File: src/rtl/pcore_config_defs.sv
// Shared types for the execute-to-divider path: request/response structs, op codes, FSM states.
package pcore_config_defs;

    localparam int unsigned XLEN  = 32;
    localparam int unsigned CNT_W = 5;

    typedef enum logic [2:0] {
        ALU_D_OPS_NONE = 3'd0,
        ALU_D_OPS_DIV  = 3'd1,
        ALU_D_OPS_DIVU = 3'd2,
        ALU_D_OPS_REM  = 3'd3,
        ALU_D_OPS_REMU = 3'd4
    } type_alu_d_ops_e;

    typedef struct packed {
        type_alu_d_ops_e alu_d_ops;
        logic [XLEN-1:0] opr1;
        logic [XLEN-1:0] opr2;
    } type_exe2div_s;

    typedef struct packed {
        logic [XLEN-1:0] alu_result;
        logic            div_done;
    } type_div2wrb_s;

    typedef struct packed {
        logic div_busy;
    } type_div2fwd_s;

    typedef enum logic [1:0] {
        DIV_IDLE = 2'd0,
        DIV_BUSY = 2'd1,
        DIV_DONE = 2'd2
    } type_div_state_e;

    function automatic logic [XLEN-1:0] abs_val(input logic [XLEN-1:0] v);
        return v[XLEN-1] ? (~v + 1'b1) : v;
    endfunction

endpackage

File: src/rtl/div_step.sv
// One restoring-division iteration: shift {rem, quo} left, trial-subtract the divisor.
module div_step
    import pcore_config_defs::*;
(
    input  logic [XLEN-1:0] rem_i,
    input  logic [XLEN-1:0] quo_i,
    input  logic [XLEN-1:0] dvs_i,
    output logic [XLEN-1:0] rem_o,
    output logic [XLEN-1:0] quo_o
);

    logic [XLEN:0]   upper;
    logic [XLEN-1:0] diff;
    logic            ge;

    always_comb begin
        upper = {rem_i, quo_i[XLEN-1]};
        ge    = upper >= {1'b0, dvs_i};
        // When ge holds the true difference is below 2^XLEN, so the low bits suffice.
        diff  = upper[XLEN-1:0] - dvs_i;
        rem_o = ge ? diff : upper[XLEN-1:0];
        quo_o = {quo_i[XLEN-2:0], ge};
    end

endmodule

File: src/rtl/divide.sv
// Iterative radix-2 restoring divider for DIV/DIVU/REM/REMU; one op in flight, stalls via div_busy.
module divide
    import pcore_config_defs::*;
(
    input  logic          clk,
    input  logic          rst_n,
    input  type_exe2div_s exe2div_i,
    input  logic          div_flush_i,
    output type_div2wrb_s div2wrb_o,
    output type_div2fwd_s div2fwd_o
);

    type_div_state_e state_q, state_d;
    type_alu_d_ops_e op_q, op_d;
    logic [CNT_W-1:0] cnt_q, cnt_d;
    logic [XLEN-1:0]  quo_q, quo_d;
    logic [XLEN-1:0]  rem_q, rem_d;
    logic [XLEN-1:0]  dvs_q, dvs_d;
    logic [XLEN-1:0]  result_q, result_d;
    logic             neg_quo_q, neg_quo_d;
    logic             neg_rem_q, neg_rem_d;
    logic             done_q, done_d;

    logic [XLEN-1:0] step_rem, step_quo;
    logic            req, accept, in_signed, in_div, op_div;

    div_step u_div_step (
        .rem_i (rem_q),
        .quo_i (quo_q),
        .dvs_i (dvs_q),
        .rem_o (step_rem),
        .quo_o (step_quo)
    );

    always_comb begin
        req       = exe2div_i.alu_d_ops != ALU_D_OPS_NONE;
        accept    = (state_q == DIV_IDLE) && req && !div_flush_i;
        in_signed = (exe2div_i.alu_d_ops == ALU_D_OPS_DIV) ||
                    (exe2div_i.alu_d_ops == ALU_D_OPS_REM);
        in_div    = (exe2div_i.alu_d_ops == ALU_D_OPS_DIV) ||
                    (exe2div_i.alu_d_ops == ALU_D_OPS_DIVU);
        op_div    = (op_q == ALU_D_OPS_DIV) || (op_q == ALU_D_OPS_DIVU);

        state_d   = state_q;
        op_d      = op_q;
        cnt_d     = cnt_q;
        quo_d     = quo_q;
        rem_d     = rem_q;
        dvs_d     = dvs_q;
        result_d  = result_q;
        neg_quo_d = neg_quo_q;
        neg_rem_d = neg_rem_q;
        done_d    = 1'b0;

        if (div_flush_i) begin
            state_d = DIV_IDLE;
            cnt_d   = '0;
        end else begin
            unique case (state_q)
                DIV_IDLE: begin
                    if (accept) begin
                        op_d      = exe2div_i.alu_d_ops;
                        cnt_d     = CNT_W'(XLEN - 1);
                        rem_d     = '0;
                        neg_quo_d = in_signed & (exe2div_i.opr1[XLEN-1] ^ exe2div_i.opr2[XLEN-1]);
                        neg_rem_d = in_signed & exe2div_i.opr1[XLEN-1];
                        quo_d     = in_signed ? abs_val(exe2div_i.opr1) : exe2div_i.opr1;
                        dvs_d     = in_signed ? abs_val(exe2div_i.opr2) : exe2div_i.opr2;
                        if (exe2div_i.opr2 == '0) begin
                            state_d  = DIV_DONE;
                            done_d   = 1'b1;
                            result_d = in_div ? '1 : exe2div_i.opr1;
                        end else if (in_signed && (exe2div_i.opr1 == {1'b1, {(XLEN-1){1'b0}}})
                                     && (exe2div_i.opr2 == '1)) begin
                            state_d  = DIV_DONE;
                            done_d   = 1'b1;
                            result_d = in_div ? {1'b1, {(XLEN-1){1'b0}}} : '0;
                        end else begin
                            state_d = DIV_BUSY;
                        end
                    end
                end
                DIV_BUSY: begin
                    quo_d = step_quo;
                    rem_d = step_rem;
                    cnt_d = cnt_q - 1'b1;
                    if (cnt_q == '0) begin
                        state_d  = DIV_DONE;
                        done_d   = 1'b1;
                        result_d = op_div ? (neg_quo_q ? (~step_quo + 1'b1) : step_quo)
                                          : (neg_rem_q ? (~step_rem + 1'b1) : step_rem);
                    end
                end
                DIV_DONE: state_d = DIV_IDLE;
                default:  state_d = DIV_IDLE;
            endcase
        end
    end

    always_ff @(posedge clk or negedge rst_n) begin
        if (!rst_n) begin
            state_q   <= DIV_IDLE;
            op_q      <= ALU_D_OPS_NONE;
            cnt_q     <= '0;
            quo_q     <= '0;
            rem_q     <= '0;
            dvs_q     <= '0;
            result_q  <= '0;
            neg_quo_q <= 1'b0;
            neg_rem_q <= 1'b0;
            done_q    <= 1'b0;
        end else begin
            state_q   <= state_d;
            op_q      <= op_d;
            cnt_q     <= cnt_d;
            quo_q     <= quo_d;
            rem_q     <= rem_d;
            dvs_q     <= dvs_d;
            result_q  <= result_d;
            neg_quo_q <= neg_quo_d;
            neg_rem_q <= neg_rem_d;
            done_q    <= done_d;
        end
    end

    always_comb begin
        div2wrb_o.alu_result = result_q;
        div2wrb_o.div_done   = done_q;
        // Stall asserts in the request cycle itself so execute holds its operands.
        div2fwd_o.div_busy   = rst_n && (accept || (state_q == DIV_BUSY));
    end

endmodule

File: config.mk
export PLATFORM = sky130hd
export DESIGN_NAME = divide
export DESIGN_NICKNAME = d
export VERILOG_FILES = /design/src/rtl/pcore_config_defs.sv /design/src/rtl/div_step.sv /design/src/rtl/divide.sv
export SDC_FILE = /design/constraint.sdc
export NUM_CORES = 1
export LEC_CHECK = 0
export CORE_MARGIN = 2
export CORE_UTILIZATION = 43
export DETAILED_ROUTE_END_ITERATION = 16
export GPL_ROUTABILITY_DRIVEN = 0
export PLACE_DENSITY = 0.75
export SLEW_MARGIN = 40
export SYNTH_ARGS = -nofsm -noshare
export SYNTH_HDL_FRONTEND = slang
export SYNTH_SLANG_ARGS = --single-unit
export TNS_END_PERCENT = 20
File: constraint.sdc
create_clock -name clk -period 4.7 [get_ports clk]
set_input_delay 0.94 -clock clk [delete_from_list [all_inputs] [get_ports clk]]
set_output_delay 0.94 -clock clk [all_outputs]
set_load 0.02 [all_outputs]
==> results of run 1 <==
## per-stage QoR
stage	hold slack, ps	worst slack [ps]	instance area [sq um]	cells	power, W
after floorplan	449.8	95.58	11700	1518	0.005449
after global placement	463.3	267.1	13160	1921	0.006974
after detailed placement	473.3	143.1	13160	1921	0.007058
after CTS	393.8	316.3	13710	1953	0.008390
after global routing	405.0	64.44	13740	1953	0.009083
final	386.5	260.8	13740	1953	0.008542
## flip-flops by register name (all words and copies together) (netlist names)
register	flops
dvs_q	32
quo_q	32
rem_q	32
result_q	32
cnt_q	5
op_q	3
state_q	2
done_q	1
neg_quo_q	1
neg_rem_q	1
## worst paths after layout
path                                             to             startpoint  slack (ps)
min reg2reg                   dvs_q[21]$_DFFE_PN0P_  dvs_q[21]$_DFFE_PN0P_         480
max in group asynchronous     quo_q[25]$_DFFE_PN0P_                  rst_n        2770
max                        result_q[20]$_DFFE_PN0P_  rem_q[22]$_DFFE_PN0P_         260
min                           dvs_q[11]$_DFFE_PN0P_                  rst_n         390
max reg2reg                result_q[20]$_DFFE_PN0P_  rem_q[22]$_DFFE_PN0P_         260
min in group clk              dvs_q[21]$_DFFE_PN0P_  dvs_q[21]$_DFFE_PN0P_         480
## area by class of cell
class                           instances  area [sq um]
Clock buffer                           17         425.4
Clock inverter                         15         126.4
Fill cell                            2506         13070
Inverter                               58         217.7
Multi-Input combinational cell       1227          7587
Sequential cell                       141          3530
Tap cell                              341         426.7
Timing Repair Buffer                  154          1423
## cell usage after synthesis (27+ instances only)
| cell type | number |
|---|---|
| dfrtp_1 | 141 |
| nand2_1 | 190 |
| xor2_1 | 75 |
| a21oi_1 | 115 |
| nand3_1 | 27 |
| nor3_1 | 29 |
| inv_1 | 56 |
| nor2_1 | 124 |
| clkbuf_1 | 63 |
| o21ai_0 | 199 |
| xnor2_1 | 57 |
| ha_1 | 39 |
| o31ai_1 | 27 |
## repair_timing
action | CTS | global route
endpoints found under the setup margin | 0 | 1
buffers inserted | 0 | 0
gates resized for setup | 0 | 1
hold buffers | 0 | 0
## kinds of logic (layout without fill, tap and decap cells)
family | count (synthesis) | count (layout) | share of synthesized area
adder cells (fa/ha/maj) | 40 | 40 | 0.04342
XOR/XNOR | 132 | 132 | 0.09882
buffers and inverters | 150 | 244 | 0.05294
flip-flops | 141 | 141 | 0.3016
AND/OR/NAND/NOR | 518 | 518 | 0.2141
AO/OA/AOI/OAI | 509 | 509 | 0.2644
multiplexers | 28 | 28 | 0.02471
## power by group through the flow
stage          Clock (W)  Combinational, W  Sequential [W]
3_5_place_dp           0           0.00515         0.00191
6_report         0.00131           0.00533         0.00191
5_1_grt          0.00137           0.00578         0.00194
4_1_cts          0.00131           0.00519         0.00189
2_1_floorplan          0           0.00352         0.00193
3_3_place_gp           0           0.00507         0.00191
## metal layers
layer | GRT usage | vias up | wire, um
met1 | 0.3688 | 5760 | 16490
met4 | 0.1019 | 0 | 1286
met2 | 0.4120 | 629 | 16960
met5 | 0 | - | 0
li1 | - | 5663 | -
met3 | 0.05074 | 94 | 3375
==> results summary, run 1 <==
The die width is around 170 um. The average wire per cell in the routed design is 19.51 um. The post-route setup TNS came out at 0 ps. The maximum achievable frequency is roughly 230 MHz.

The switching part of the total power is 0.4932. The overall via count from detail_route is roughly 12,000. The remaining antenna violation count came out at 0. The leakage power is ~5.5 nW. STA classifies the critical path endpoint as a register. The count of cells along the worst register-to-register path is 18. The internal power contribution came out at around 0.0043 W.

Summed over all nets, the half-perimeter wirelength after detailed placement is between 20 and 30 mm. The floorplan has 60 rows. The number of max-capacitance violations reported is 0. The clock sink count is roughly 140.

Walking the worst path, the cells encountered are ha_1, nand2_1, nor2_1, nand3_1, a211o_1, nand3_2, nor2_1, a21oi_1, inv_1, ha_1, and3_1, and4_1, a41oi_1, nor2_1, buf_4, a41oi_1, xor2_1, a21oi_1. In the synthesized netlist the dominant register cell turns out to be dfrtp_1. The worst path buffer plus inverter count came out at 2. The number of synthesized flops with an enable pin came out at 0.

The number of nets in the layout is roughly 1,700. The min-delay analysis places its worst path in the category input port to async pin. Entering global routing, the biggest net connects 79 pins.

Dividing the synthesized area by the synthesized cell count gives slightly below 8 sq um. For this configuration, the core starts out at a cell density of 0.4365. For this run, the slowest stage of the critical path takes between 400 and 500 ps. TritonCTS built the clock tree. The number of synthesis warnings came out at 0. STA classifies the critical path startpoint as a register. The register bit total from synthesis came out at 141. The setup-violating endpoint count in the final report is 0. The root cell of the clock tree is clkbuf_16. VDD sags by at most between 0.3 and 0.4 mV.

The number of antenna violations at the first check in global routing came out at 0. The final core utilization is 0.5125. In the post-synthesis netlist, the biggest area contributors are dfrtp_1 (30%), o21ai_0 (8.5%), nand2_1 (6.1%). The number of iterations in the first detailed-routing pass is 6. Setup repair after global routing left no endpoint under its margin. The final wirelength is ~38 mm. Grouping stages by cell kind, the critical path spends the most delay in simple AND/OR/NAND/NOR gates. For the worst setup path, the data arrival time is roughly 4800 ps. For this design the top-level I/O count stands at roughly 100.

The relative max-transition margin came out at 0.4751. The final number of hold-violating endpoints came out at 0. The net switching power of the design is 0.004213 W.

The antenna cell count is 0. The count of H-tree levels built during CTS came out at 4. The post-synth net total came out at approximately 1,600. Synthesis produced a netlist whose cell count is roughly 1,500. The data required time of the critical path is about 5000 ps. The die covers about 0.029 sq mm.

Clock-pin slew was measured on the worst setup and hold paths at ~70 ps. The minimum clock period after layout came out at between 4000 and 5000 ps. The share of total power in sequential cells came out at 0.223. The ratio of final minimum period to clock period is 0.9445. The run finished with clean final reports. The maximum count of clock buffers along a single path is 2. The share of total power dissipated in the clock network is 0.153. The first-pass GRT wire length is between 60 and 70 mm. The detail-routed via count per cell is roughly 6.2. The synthesized design spends more area on one cell type than any other, namely dfrtp_1. The most numerous cell type found on the critical path is nor2_1. After synthesis, the netlist uses between 80 and 90 different library cells.

The power per cell area is roughly 620 mW/mm^2. The netlist area before placement is 0.01170 sq mm. The post-synthesis to final-layout area growth came out at 17.41%.

The most frequent standard cell in the layout excluding fill and tap cells is o21ai_0. In the routed design, unresolved DRC markers number 0. The combinational cell fraction of total power came out at 0.624.

The insertion delay of the later-clocked pin in the worst-skew pair came out at 440 ps. For the pin with the worst max-slew slack, the measured transition is about 790 ps. The number of CTS-inserted buffers came out at 17.

The overall fraction of global-route tracks in use is 0.2662. The via count of the first global-routing pass is 11,210. On the final layout, the worst clock skew is about 11 ps. The number of DRC markers in iteration 0 is 1,388. The register area share after synthesis is 0.3016. The total global routing overflow is 0. The proportion of register bits with asynchronous set or reset after synthesis is 1.000. The area share of the leading cell type in the synthesized netlist came out at 0.3016. The largest individual stage delay along the critical path comes from the cell ha_1. From bottom edge to top edge, the die measures around 170 um.

Leaving out fill and tap cells, the most frequent cells in the layout are o21ai_0 (199), nand2_1 (190), dfrtp_1 (140). The final max-slew violation count came out at 0. The critical path is of the register to register type. The floorplan core area came out at between 0.02 and 0.03 sq mm. In this run the tool buffered the top-level ports with around 100 buffer cells. The number of gates on the worst path with buffers counted came out at 18. The highest fanout seen on the critical path came out at 7.

Of the cells placed in the final design, the portion with a size suffix greater than 1 is 0.07630.
(Power assumes the default switching activity.)
==> run 2: changes to the inputs <==
PLACE_DENSITY = default   (was 0.75)
PLACE_DENSITY_LB_ADDON = 0.3   (was default)
SETUP_SLACK_MARGIN = 0.02   (was default)
==> run 2 against run 1 <==
  * Die area stayed put
  * Sequential power is essentially flat
  * Non-clock buffer count grew 2
  * Sequential cell count did not move
  * Register-to-register slack got worse by 20 ps
  * Sequential share of layout area fell by 0.14 points
  * Worst hold slack better by 95 ps
  * Global-route usage grew 0.31 points
  * Combinational power up 2%
  * Highest routed layer unchanged
==> results summary, run 2 (synthesis results as in run 1) <==
The net switching power of the design is between 0.004 and 0.005 W. The vertical die dimension is ~170 um. In the routed design, unresolved DRC markers number 0. The final setup skew came out at between 10 and 15 ps. The antenna cell count came out at 0. The setup-violating endpoint count in the final report came out at 0. After detailed routing, the number of vias per cell comes to 6.170. The number of hold buffers added after CTS was 0. The maximum count of clock buffers along a single path is 2. The total global routing overflow came out at 0. The most frequent standard cell in the layout excluding fill and tap cells is o21ai_0. The insertion delay of the later-clocked pin in the worst-skew pair is between 400 and 500 ps.

The die width came out at 168.9 um. The final total power is between 0.008 and 0.009 W. The initial utilization of the core area, before any placement, comes to 0.4365. The remaining antenna violation count came out at 0. The overall via count from detail_route is 12,060. The number of max-capacitance violations reported came out at 0. The half-perimeter wire length after placement came out at between 20 and 30 mm.

The root cell of the clock tree is clkbuf_16. The number of antenna violations at the first check in global routing is 0. At the worst endpoint, the required time is just over 5000 ps. Relative to the synthesized area, the layout overhead comes to 18.05%. The number of CTS-inserted buffers is 17.

TritonCTS built the clock tree. The layout filler cell count is 2,531. The relative max-transition margin came out at 0.4693. Across all register-to-register paths, the minimum setup slack is about 240 ps.

The element type at the critical path end is a register. The final max-slew violation count came out at 0. The critical path class is register to register. The number of DRC markers in iteration 0 is 1,206. The number of iterations in the first detailed-routing pass came out at 5. Entering global routing, the biggest net connects slightly below 80 pins. After detailed routing, the total wire length is 38.69 mm.

The worst register-to-register path ends at result_q[31]$_DFFE_PN0P_. Data arrives at the worst endpoint at just under 5000 ps. The detailed-route wire length on metal 1 is between 15 and 20 mm. The sum of met3 wire segment lengths after detailed routing is roughly 2.8 mm. The full die area came out at ~0.029 sq mm. The minimum clock period after layout is 4458 ps. Buffers added to address setup during post-CTS repair amount to 0.

The internal power contribution is roughly 0.0044 W. The highest layer used for signal routing is met4. In this run the power density over the cells is between 600 and 700 mW/mm^2. IR analysis of the VDD net gives a maximum drop of about 0.32 mV.

After detailed routing, the average wire length per cell comes to 19.79 um. The slew at the pin closest to its max-slew limit came out at roughly 800 ps. STA classifies the critical path startpoint as a register. The clock power share came out at 0.155. The combined area of the multi-input logic cells came out at 0.007615 sq mm.

After clock tree synthesis, the clock-pin slew on the worst setup and hold paths is roughly 70 ps. The boundary pin count came out at roughly 100. The startpoint of the tightest hold check path is dvs_q[8]$_DFFE_PN0P_. The area occupied by registers came out at about 0.0035 sq mm. Setup total negative slack on the finished layout was measured at 0 ps. The first-pass GRT wire length came out at ~61 mm. The fraction of final layout cells sized beyond drive strength 1 came out at 0.08116. The count of standard-cell rows is 60.

The maximum achievable frequency is between 200 and 250 MHz. The highest fanout seen on the critical path came out at 9. Across every metal layer, demand over resource in global routing totals 0.2693.

The worst hold path terminates at dvs_q[8]$_DFFE_PN0P_. The share of total power dissipated in combinational logic is 0.626. The number of nets in the layout is between 1,500 and 2,000.

The min-delay analysis places its worst path in the category register to register. The via count of the first global-routing pass came out at 11,080. At the end of the flow the core is filled with cells to 0.5153. The ratio of final minimum period to clock period came out at 0.9486. The count of cells along the worst register-to-register path is 15.

The count of H-tree levels built during CTS is 4. The floorplan core area is approximately 0.027 sq mm. The run finished with clean final reports. The clock sink count came out at about 140. For this design the static power due to leakage is roughly 5.5 nW. Of the total power, the share spent switching nets is 0.4910. In the layout the commonest cells are o21ai_0 (199), nand2_1 (190), dfrtp_1 (140).

The met2 layer wire length in the routed design came out at ~18 mm. The worst flop-to-flop path startpoint is quo_q[31]$_DFFE_PN0P_. The share of total power in sequential cells came out at 0.219. The worst hold path was traced through 2 stages. The count of buffers added on input and output ports is 103. The final number of hold-violating endpoints came out at 0.

Setup repair after global routing left no endpoint under its margin.
## run 2: changes by cell type in the layout (fill, tap and decap cells not counted), moves of 2 or more
cell / previous run / this run
clkinv_4: 0 / 3
ha_1: 39 / 36
ha_2: 0 / 3
inv_8: 4 / 1
clkinvlp_4: 3 / 1
nor2_1: 122 / 120
## run 2: routing by layer
| layer | vias up | track usage |
|---|---|---|
| met3 | 89 | 0.04466 |
| met1 | 5774 | 0.3706 |
| met2 | 529 | 0.4236 |
| met5 | - | 0 |
| met4 | 0 | 0.1057 |
| li1 | 5670 | - |
## run 2: metrics by stage
stage	worst slack [ps]	cells	instance area [sq um]	hold slack, ps
6_report	241.8	1955	13810	481.4
3_3_place_gp	230.5	1923	13190	462.2
3_5_place_dp	192.3	1923	13210	470.5
4_1_cts	341.5	1955	13780	484.4
5_1_grt	24.44	1955	13810	500.2
2_1_floorplan	95.58	1518	11700	449.8
## run 2: worst max-delay path by stage
stage                               start                        to  slack [ps]  cells after the start
detailed placement          exe2div_i[38]  result_q[16]$_DFFE_PN0P_         190                     14
finish              quo_q[31]$_DFFE_PN0P_  result_q[31]$_DFFE_PN0P_         240                     15
global placement            exe2div_i[38]  result_q[16]$_DFFE_PN0P_         230                     14
global route        rem_q[13]$_DFFE_PN0P_  result_q[30]$_DFFE_PN0P_          20                     17
floorplan            rem_q[0]$_DFFE_PN0P_  result_q[30]$_DFFE_PN0P_         100                     21
CTS                  rem_q[3]$_DFFE_PN0P_  result_q[14]$_DFFE_PN0P_         340                     17
## run 2: worst max-delay path: stages (launching register included)
cell     delay (ps)
dfrtp_1         420
inv_1           140
ha_1            230
inv_1            70
fa_1            420
a21oi_1         330
o21ai_0         190
o21ai_0         310
nand3_1         180
a21oi_1         220
xnor2_1         170
mux2_2          350
or3_1           520
or4_1           500
mux2_2          270
nand3_1          70
## run 2: power by group through the flow
stage	registers, W	clock network (W)	logic (W)
2_1_floorplan	0.00193	0	0.00352
3_3_place_gp	0.00190	0	0.00522
3_5_place_dp	0.00191	0	0.00528
4_1_cts	0.00189	0.00135	0.00531
5_1_grt	0.00193	0.00141	0.00593
6_report	0.00190	0.00135	0.00545
## run 2: final cells by class
cell class / count / area share
Multi-Input combinational cell: 1227 / 0.5514
Sequential cell: 141 / 0.2556
Timing Repair Buffer: 156 / 0.1050
Clock buffer: 19 / 0.03207
Tap cell: 341 / 0.03089
Inverter: 58 / 0.01576
Clock inverter: 13 / 0.009331
## run 2: repair_timing
action / in CTS / in global routing
setup endpoints to repair: 0 / 1
hold endpoints to repair: 0 / 0
gates resized for setup: 0 / 6
